`src/rtl/kfpga_cfg_pkg.sv`:
```
// Shared types and constants for the fabric configuration loader: FSM state
// encoding, CRC-8 constants and the bitstream word-count helper.
package kfpga_cfg_pkg;

  typedef enum logic [1:0] {
    ST_IDLE   = 2'd0,
    ST_LOAD   = 2'd1,
    ST_CHECK  = 2'd2,
    ST_COMMIT = 2'd3
  } cfg_state_e;

  localparam logic [7:0] CRC8_POLY = 8'h07;
  localparam logic [7:0] CRC8_INIT = 8'h00;

  // Number of bitstream words needed to cover all configuration bits.
  function automatic int cfg_nwords(input int config_bits, input int word_w);
    return (config_bits + word_w - 1) / word_w;
  endfunction

endpackage

```
`src/rtl/crc8_update.sv`:
```
// Combinational CRC-8 step: folds one byte, MSB first, into the running CRC
// (poly 0x07, no reflection).
module crc8_update
  import kfpga_cfg_pkg::*;
(
  input  logic [7:0] crc_in,
  input  logic [7:0] data_in,
  output logic [7:0] crc_out
);

  logic [7:0] c;

  always_comb begin
    c = crc_in ^ data_in;
    for (int i = 0; i < 8; i++) begin
      c = c[7] ? ((c << 1) ^ CRC8_POLY) : (c << 1);
    end
    crc_out = c;
  end

endmodule

```
`src/rtl/config_word_loader.sv`:
```
// Double-buffered configuration loader: assembles a word-serial bitstream into
// a shadow register and commits it atomically. CONFIG_WORD_LOADER_CRC_EN adds a CRC-8 trailer check.
module config_word_loader
  import kfpga_cfg_pkg::*;
#(
  parameter int CONFIG_BITS = 96,
  parameter int WORD_W      = 8
) (
  input  logic                   clock,
  input  logic                   reset,
  input  logic                   start,
  input  logic                   abort,
  input  logic [WORD_W-1:0]      data_in,
  input  logic                   data_valid,
  output logic                   data_ready,
  output logic [CONFIG_BITS-1:0] config_out,
  output logic                   config_valid,
  output logic                   busy,
  output logic                   done,
  output logic                   error,
  output logic [1:0]             state_dbg
);

  // Handshake: a word transfers on a rising edge where data_valid and
  // data_ready are both high; data_ready is high exactly while in LOAD and
  // does not depend on data_valid. An abort in the same cycle wins.

  localparam int NWORDS = cfg_nwords(CONFIG_BITS, WORD_W);
`ifdef CONFIG_WORD_LOADER_CRC_EN
  localparam int LAST_IDX = NWORDS;
`else
  localparam int LAST_IDX = NWORDS - 1;
`endif
  localparam int CNT_W = $clog2(NWORDS + 2);
  localparam logic [CNT_W-1:0] LAST_CNT = CNT_W'(LAST_IDX);

  cfg_state_e             state_q, state_d;
  logic [CNT_W-1:0]       cnt_q, cnt_d;
  logic [CONFIG_BITS-1:0] shadow_q, shadow_d;
  logic [CONFIG_BITS-1:0] cfg_q, cfg_d;
  logic                   cfg_valid_q, cfg_valid_d;
  logic                   done_q, done_d;

`ifdef CONFIG_WORD_LOADER_CRC_EN
  logic [7:0] crc_q, crc_d;
  logic [7:0] crc_rx_q, crc_rx_d;
  logic [7:0] crc_next;
  logic       error_q, error_d;

  crc8_update u_crc8 (
    .crc_in  (crc_q),
    .data_in (data_in),
    .crc_out (crc_next)
  );
`endif

  always_comb begin
    state_d     = state_q;
    cnt_d       = cnt_q;
    shadow_d    = shadow_q;
    cfg_d       = cfg_q;
    cfg_valid_d = cfg_valid_q;
    done_d      = 1'b0;
`ifdef CONFIG_WORD_LOADER_CRC_EN
    crc_d       = crc_q;
    crc_rx_d    = crc_rx_q;
    error_d     = error_q;
`endif
    case (state_q)
      ST_IDLE: begin
        if (start) begin
          state_d  = ST_LOAD;
          cnt_d    = '0;
          shadow_d = '0;
`ifdef CONFIG_WORD_LOADER_CRC_EN
          crc_d    = CRC8_INIT;
          error_d  = 1'b0;
`endif
        end
      end
      ST_LOAD: begin
        if (abort) begin
          state_d = ST_IDLE;
        end else if (data_valid) begin
          cnt_d = cnt_q + 1'b1;
          // Bits beyond CONFIG_BITS in the last word have no destination.
          for (int b = 0; b < CONFIG_BITS; b++) begin
            if (int'(cnt_q) == b / WORD_W) shadow_d[b] = data_in[b % WORD_W];
          end
`ifdef CONFIG_WORD_LOADER_CRC_EN
          if (int'(cnt_q) < NWORDS) crc_d = crc_next;
          else                      crc_rx_d = data_in;
          if (cnt_q == LAST_CNT) state_d = ST_CHECK;
`else
          if (cnt_q == LAST_CNT) state_d = ST_COMMIT;
`endif
        end
      end
`ifdef CONFIG_WORD_LOADER_CRC_EN
      ST_CHECK: begin
        if (abort) begin
          state_d = ST_IDLE;
        end else if (crc_q == crc_rx_q) begin
          state_d = ST_COMMIT;
        end else begin
          state_d = ST_IDLE;
          done_d  = 1'b1;
          error_d = 1'b1;
        end
      end
`endif
      ST_COMMIT: begin
        cfg_d       = shadow_q;
        cfg_valid_d = 1'b1;
        done_d      = 1'b1;
        state_d     = ST_IDLE;
      end
      default: state_d = ST_IDLE;
    endcase
  end

  always_ff @(posedge clock or posedge reset) begin
    if (reset) begin
      state_q     <= ST_IDLE;
      cnt_q       <= '0;
      shadow_q    <= '0;
      cfg_q       <= '0;
      cfg_valid_q <= 1'b0;
      done_q      <= 1'b0;
    end else begin
      state_q     <= state_d;
      cnt_q       <= cnt_d;
      shadow_q    <= shadow_d;
      cfg_q       <= cfg_d;
      cfg_valid_q <= cfg_valid_d;
      done_q      <= done_d;
    end
  end

`ifdef CONFIG_WORD_LOADER_CRC_EN
  always_ff @(posedge clock or posedge reset) begin
    if (reset) begin
      crc_q    <= CRC8_INIT;
      crc_rx_q <= 8'h00;
      error_q  <= 1'b0;
    end else begin
      crc_q    <= crc_d;
      crc_rx_q <= crc_rx_d;
      error_q  <= error_d;
    end
  end
  assign error = error_q;
`else
  assign error = 1'b0;
`endif

  assign data_ready   = (state_q == ST_LOAD);
  assign busy         = (state_q != ST_IDLE);
  assign config_out   = cfg_q;
  assign config_valid = cfg_valid_q;
  assign done         = done_q;
  assign state_dbg    = state_q;

endmodule

```
`config.mk`:
```
export PLATFORM = sky130hd
export DESIGN_NAME = config_word_loader
export DESIGN_NICKNAME = d
export VERILOG_FILES = /design/src/rtl/kfpga_cfg_pkg.sv /design/src/rtl/crc8_update.sv /design/src/rtl/config_word_loader.sv
export SDC_FILE = /design/constraint.sdc
export NUM_CORES = 1
export LEC_CHECK = 0
export CAP_MARGIN = 20
export CORE_UTILIZATION = 25
export CTS_CLUSTER_SIZE = 10
export DETAILED_ROUTE_END_ITERATION = 10
export PLACE_DENSITY_LB_ADDON = 0.1
export SLEW_MARGIN = 0
export SYNTH_ARGS = -nofsm -noshare
export SYNTH_HDL_FRONTEND = slang
export SYNTH_SLANG_ARGS = --single-unit
```
`constraint.sdc`:
```
create_clock -name clock -period 14.95 [get_ports clock]
set_input_delay 2.99 -clock clock [delete_from_list [all_inputs] [get_ports clock]]
set_output_delay 2.99 -clock clock [all_outputs]
set_load 0.01 [all_outputs]
```
# Yosys cells after proc, flatten, opt, wreduce, memory -nomap -nowiden
# Cells that the tools add are included.
[op_classes] mux=110 n_reduce_logical=18 n_addsub=1 eq_ne=31
[ops] cell="96-bit two-way mux" n=3
[ops] cell="96-bit one-hot mux with 2 select lines" n=1
[ops] cell="1-bit two-way mux" n=97
[ops] cell="5-bit AND reduction" n=12
[ops] cell="4-bit == test (second input constant)" n=9
[ops] cell="2-bit by 1-bit != test with 1-bit output (second input constant)" n=12
[ops] cell="4-bit two-way mux" n=3
[ops] cell="4-bit by 3-bit == test with 1-bit output (second input constant)" n=2
[ops] cell="2-bit two-way mux" n=4
[ops] cell="4-bit one-hot mux with 2 select lines" n=1
[ops] cell="2-bit != test (second input constant)" n=3
[ops] cell="4-bit by 1-bit adder with 4-bit output (second input constant)" n=1
[ops] cell="4-bit by 2-bit == test with 1-bit output (second input constant)" n=1
[ops] cell="4-bit zero test" n=1
[ops] cell="2-bit one-hot mux with 2 select lines" n=1
[ops] cell="4-bit AND reduction" n=1
[ops] cell="2-bit nonzero test" n=2
[ops] cell="3-bit by 2-bit != test with 1-bit output (second input constant)" n=1
[ops] cell="3-bit != test (second input constant)" n=1
[ops] cell="3-bit AND reduction" n=1
[ops] cell="2-bit by 1-bit == test with 1-bit output (second input constant)" n=1
[ops] cell="2-bit == test (second input constant)" n=1
[ops] cell="2-bit zero test" n=1
[word_totals] ff_bits=200

# Longest topological paths before layout
[logic_depth] word_depth=5 depth_mapped=7 depth_no_buf=5

# Worst setup path after synthesis
# No wires, ideal clock.
[synth_timing] kind="input -> register" from="in abort" to="reg shadow_q[0]" stages=5 setup_ns=0.080 path_slack_ns=10.900 required_ns=14.870 arrival_ns=3.971 path_cell_list="and3b_1 buf_6 buf_12 o211ai_4 mux2i_1"
[synth_between] elab_chain_len=2
[synth_lines] item="start: declaration" line="config_word_loader.sv:12" rtl="input logic abort,"
[synth_lines] item="2-bit != test (no source line)"
[synth_lines] item="5-bit AND reduction (no source line)"
[synth_lines] item="end signal: assignment" line="config_word_loader.sv:133" rtl="shadow_q <= shadow_d;"
[synth_lines] item="end: declaration" line="config_word_loader.sv:39" rtl="logic [CONFIG_BITS-1:0] shadow_q, shadow_d;"
# No other way between the ends.
# A chain may end at the register's enable or synchronous reset.

# Worst setup path after layout
[layout_timing] from="reg state_q[0], in the netlist state_dbg[0]" to="out data_ready"
[layout_between] elab_chain_len=1
[layout_lines] item="start: declaration" line="config_word_loader.sv:37" rtl="cfg_state_e state_q, state_d;"
[layout_lines] item="start signal: assignment" line="config_word_loader.sv:131" rtl="state_q <= state_d;"
[layout_lines] item="2-bit by 1-bit == test with 1-bit output" line="config_word_loader.sv:157" rtl="assign data_ready = (state_q == ST_LOAD);"
[layout_lines] item="end: declaration" line="config_word_loader.sv:15" rtl="output logic data_ready,"
# No other way between the ends.

==> metrics.md <==
| Metric | Value |
|---|---|
| Tmin final | 5440 ps |
| Yosys Warn Count | 0 |
| VDD IR max | 0.0648 mV |
| Most used flip-flop cell after synthesis | dfrtp_1 |
| FF+latch count, synth | 200 |
| Slew @ Worst Pin | 957 ps |
| Critical path type | reg2out |
| Num CTS Buffers | 17 |
| CTS tree | built |
| Syn Nets | 608 |
| Reg clk slew, reported paths | 80 ps |
| Min-Delay Path Class | reg2reg |
| Initial cell density of the core | 25.3% |
| Hold WS | 487 ps |
| CTS Buffer Depth | 2 |
| I/O Buffers | 114 |
| Gr ovfl total | 0 |
| Synth-to-Final Area Change | 25.7% |
| Avg Cell Area, Syn | 13.9 µm² |
| Sequential share of the synthesized area | 60.8% |
| Die area | approximately 34000 µm² |
| Area of the mapped netlist | slightly above 8000 µm² |
| Skew-Pair Late Insertion Delay | 440 ps |
| RSZ-0062 raised after global routing | no |
| Antenna diode count | 0 |
| RD Place Congestion | a little under 0.7 |
| Core area | 32500 µm² |
| DIE HEIGHT | 183 µm |
| Final Cycle Share | 36.4% |
| Largest net degree at the start of global routing | ~130 |
| Synthesized instance count | about 590 |
| Clk root buf | clkbuf_16 |
| FP Rows | 66 |
| Cts repair resizes | 0 |
| Ports | 116 |
| Number of antenna violations at the first check in global routing | 0 |
| Synth unique cells | 37 |
| Critical path data arrival time | 2450 ps |
| Hpwl dp | 12600 µm |
| Slew Viols, Final | 0 |
| Status | finished, final reports clean |
| Detailed Routing Iterations Pass 1 | 4 |
| CP max FO | 12 |
| Power density over the cells | 106 nW/µm² |
| WL per Instance | 17.9 µm |
| Most frequent cells in the layout | 200 x dfrtp_1, 114 x clkdlybuf4s50_1, 105 x nand2_1 |
| Iteration-0 DRC Markers | between 200 and 250 |
| Max Clk Rate | 0.184 GHz |
| Clock Skew | 11.9 ps |
| Crit path launch type | register |
| DRC | 0 |
| First-pass GRT wire length | 31600 µm |
| Remaining antenna violation count | 0 |
| Synth async-reset ratio | 100% |
| Die X-Extent | 183 µm |
| H-tree depth | 4 |
| Share of cells above drive strength 1 | between 20% and 30% |
| Final hold violations | 0 |
| LEAKAGE | roughly 5.2 nW |
| FILL cells | 3228 |
| Max-cap violation count | 0 |
| Critical Path RT | 11960 ps |
| Vias | 4828 |
| CP endpoint kind | output port |
| Final setup fails | 0 |
| CTS sink cnt | 200 |
| Max-slew headroom | a little over a third |
| Hold Buf Count CTS | 0 |
| Setup TNS Final | 0 ps |
| Vias per Instance | 4.21 |
| Vias in the first global route | 5090 |
| Commonest non-fill, non-tap cell in the layout | dfrtp_1 |
| Setup repair bufs after CTS | 0 |
| Post-synth EDFFs | 0 |
| Layout Nets | 709 |
| Total GRT Usage | 12.8% |
| Total routed wirelength | 20500 µm |
[through the flow]
| stage | instance area (µm²) | setup WS [ps] | utilization (%) | cells | power (mW) |
|---|---|---|---|---|---|
| final | 10300 | 9510 | 31.9 | 1147 | 1.10 |
| after global routing | 10300 | 9290 | 31.9 | 1147 | 1.15 |
| after CTS | 10300 | 9400 | 31.8 | 1145 | 1.12 |
| after detailed placement | 9740 | 9590 | 30.0 | 1113 | 0.656 |
| after global placement | 9740 | 9660 | 30.0 | 1113 | 0.654 |
| after floorplan | 8230 | 6510 | - | 591 | 0.627 |
[state kept, by name, summed over array words and instances, names as in the netlist]
signal and flops:
state_dbg 2, done 1, shadow_q 96, config_valid 1, config_out 96, cnt_q 4
[cell families after synthesis]
family	share of synthesized area [%]
fa+ha+maj	0.608
other cells	0.0456
mux	25.1
simple gates	6.86
compound gates	3.57
flops	60.8
buf+inv	2.98
[worst max-delay path, cell delays in order, from the launching register on]
cell             delay (ps)
dfrtp_1                 580
nor2b_1                 760
clkdlybuf4s50_1         680
[report_power, final]
group          internal, mW  total (mW)  leakage (nW)  switching, mW
sequential            0.551       0.559          2.79        0.00840
clock                 0.226       0.455         0.283          0.229
combinational        0.0228      0.0840          2.15         0.0612
[routing by layer]
metal	track usage [%]	wire (µm)	up-vias
met1	16.8	9650	2521
met4	3.70	252	0
met2	21.2	10000	77
li1	-	-	2217
met5	0	0	-
met3	2.50	612	13
[worst paths after layout]
path | from | end | slack [ps] | depth (start not counted)
max reg2reg | state_dbg[0] | shadow_q[83] | 12320 | 3
min | config_valid | config_valid | 490 | 1
max | state_dbg[0] | data_ready | 9510 | 2
min in group asynchronous | reset | config_out[61] | 3130 | 2
max in group asynchronous | reset | config_out[24] | 10270 | 3
min reg2reg | config_valid | config_valid | 490 | 1
[area by class of cell]
cell class / count / area, µm² / area share [%]
inverters: 6 / 31.3 / 0.302
flip-flops and latches: 200 / 5000 / 48.4
clock inverters: 14 / 131 / 1.27
multi-input cells: 347 / 2980 / 28.8
repair buffers: 120 / 1210 / 11.7
well taps: 442 / 553 / 5.35
clock buffers: 18 / 439 / 4.25
[synth_stat cells, drive strengths merged, types with 2 or more instances]
cell,count,area (µm²)
dfrtp,200,5000
nand2,106,400
mux2,98,1100
mux2i,96,961
buf,27,181
o211ai,12,246
clkbuf,11,41.3
inv,6,22.5
and2b,5,40.0
ha,4,50.1
nor2,4,17.5
nor2b,4,27.5
a22o,2,17.5
o21ai,2,10.0
No activity file was read; power rests on OpenSTA's default activity.
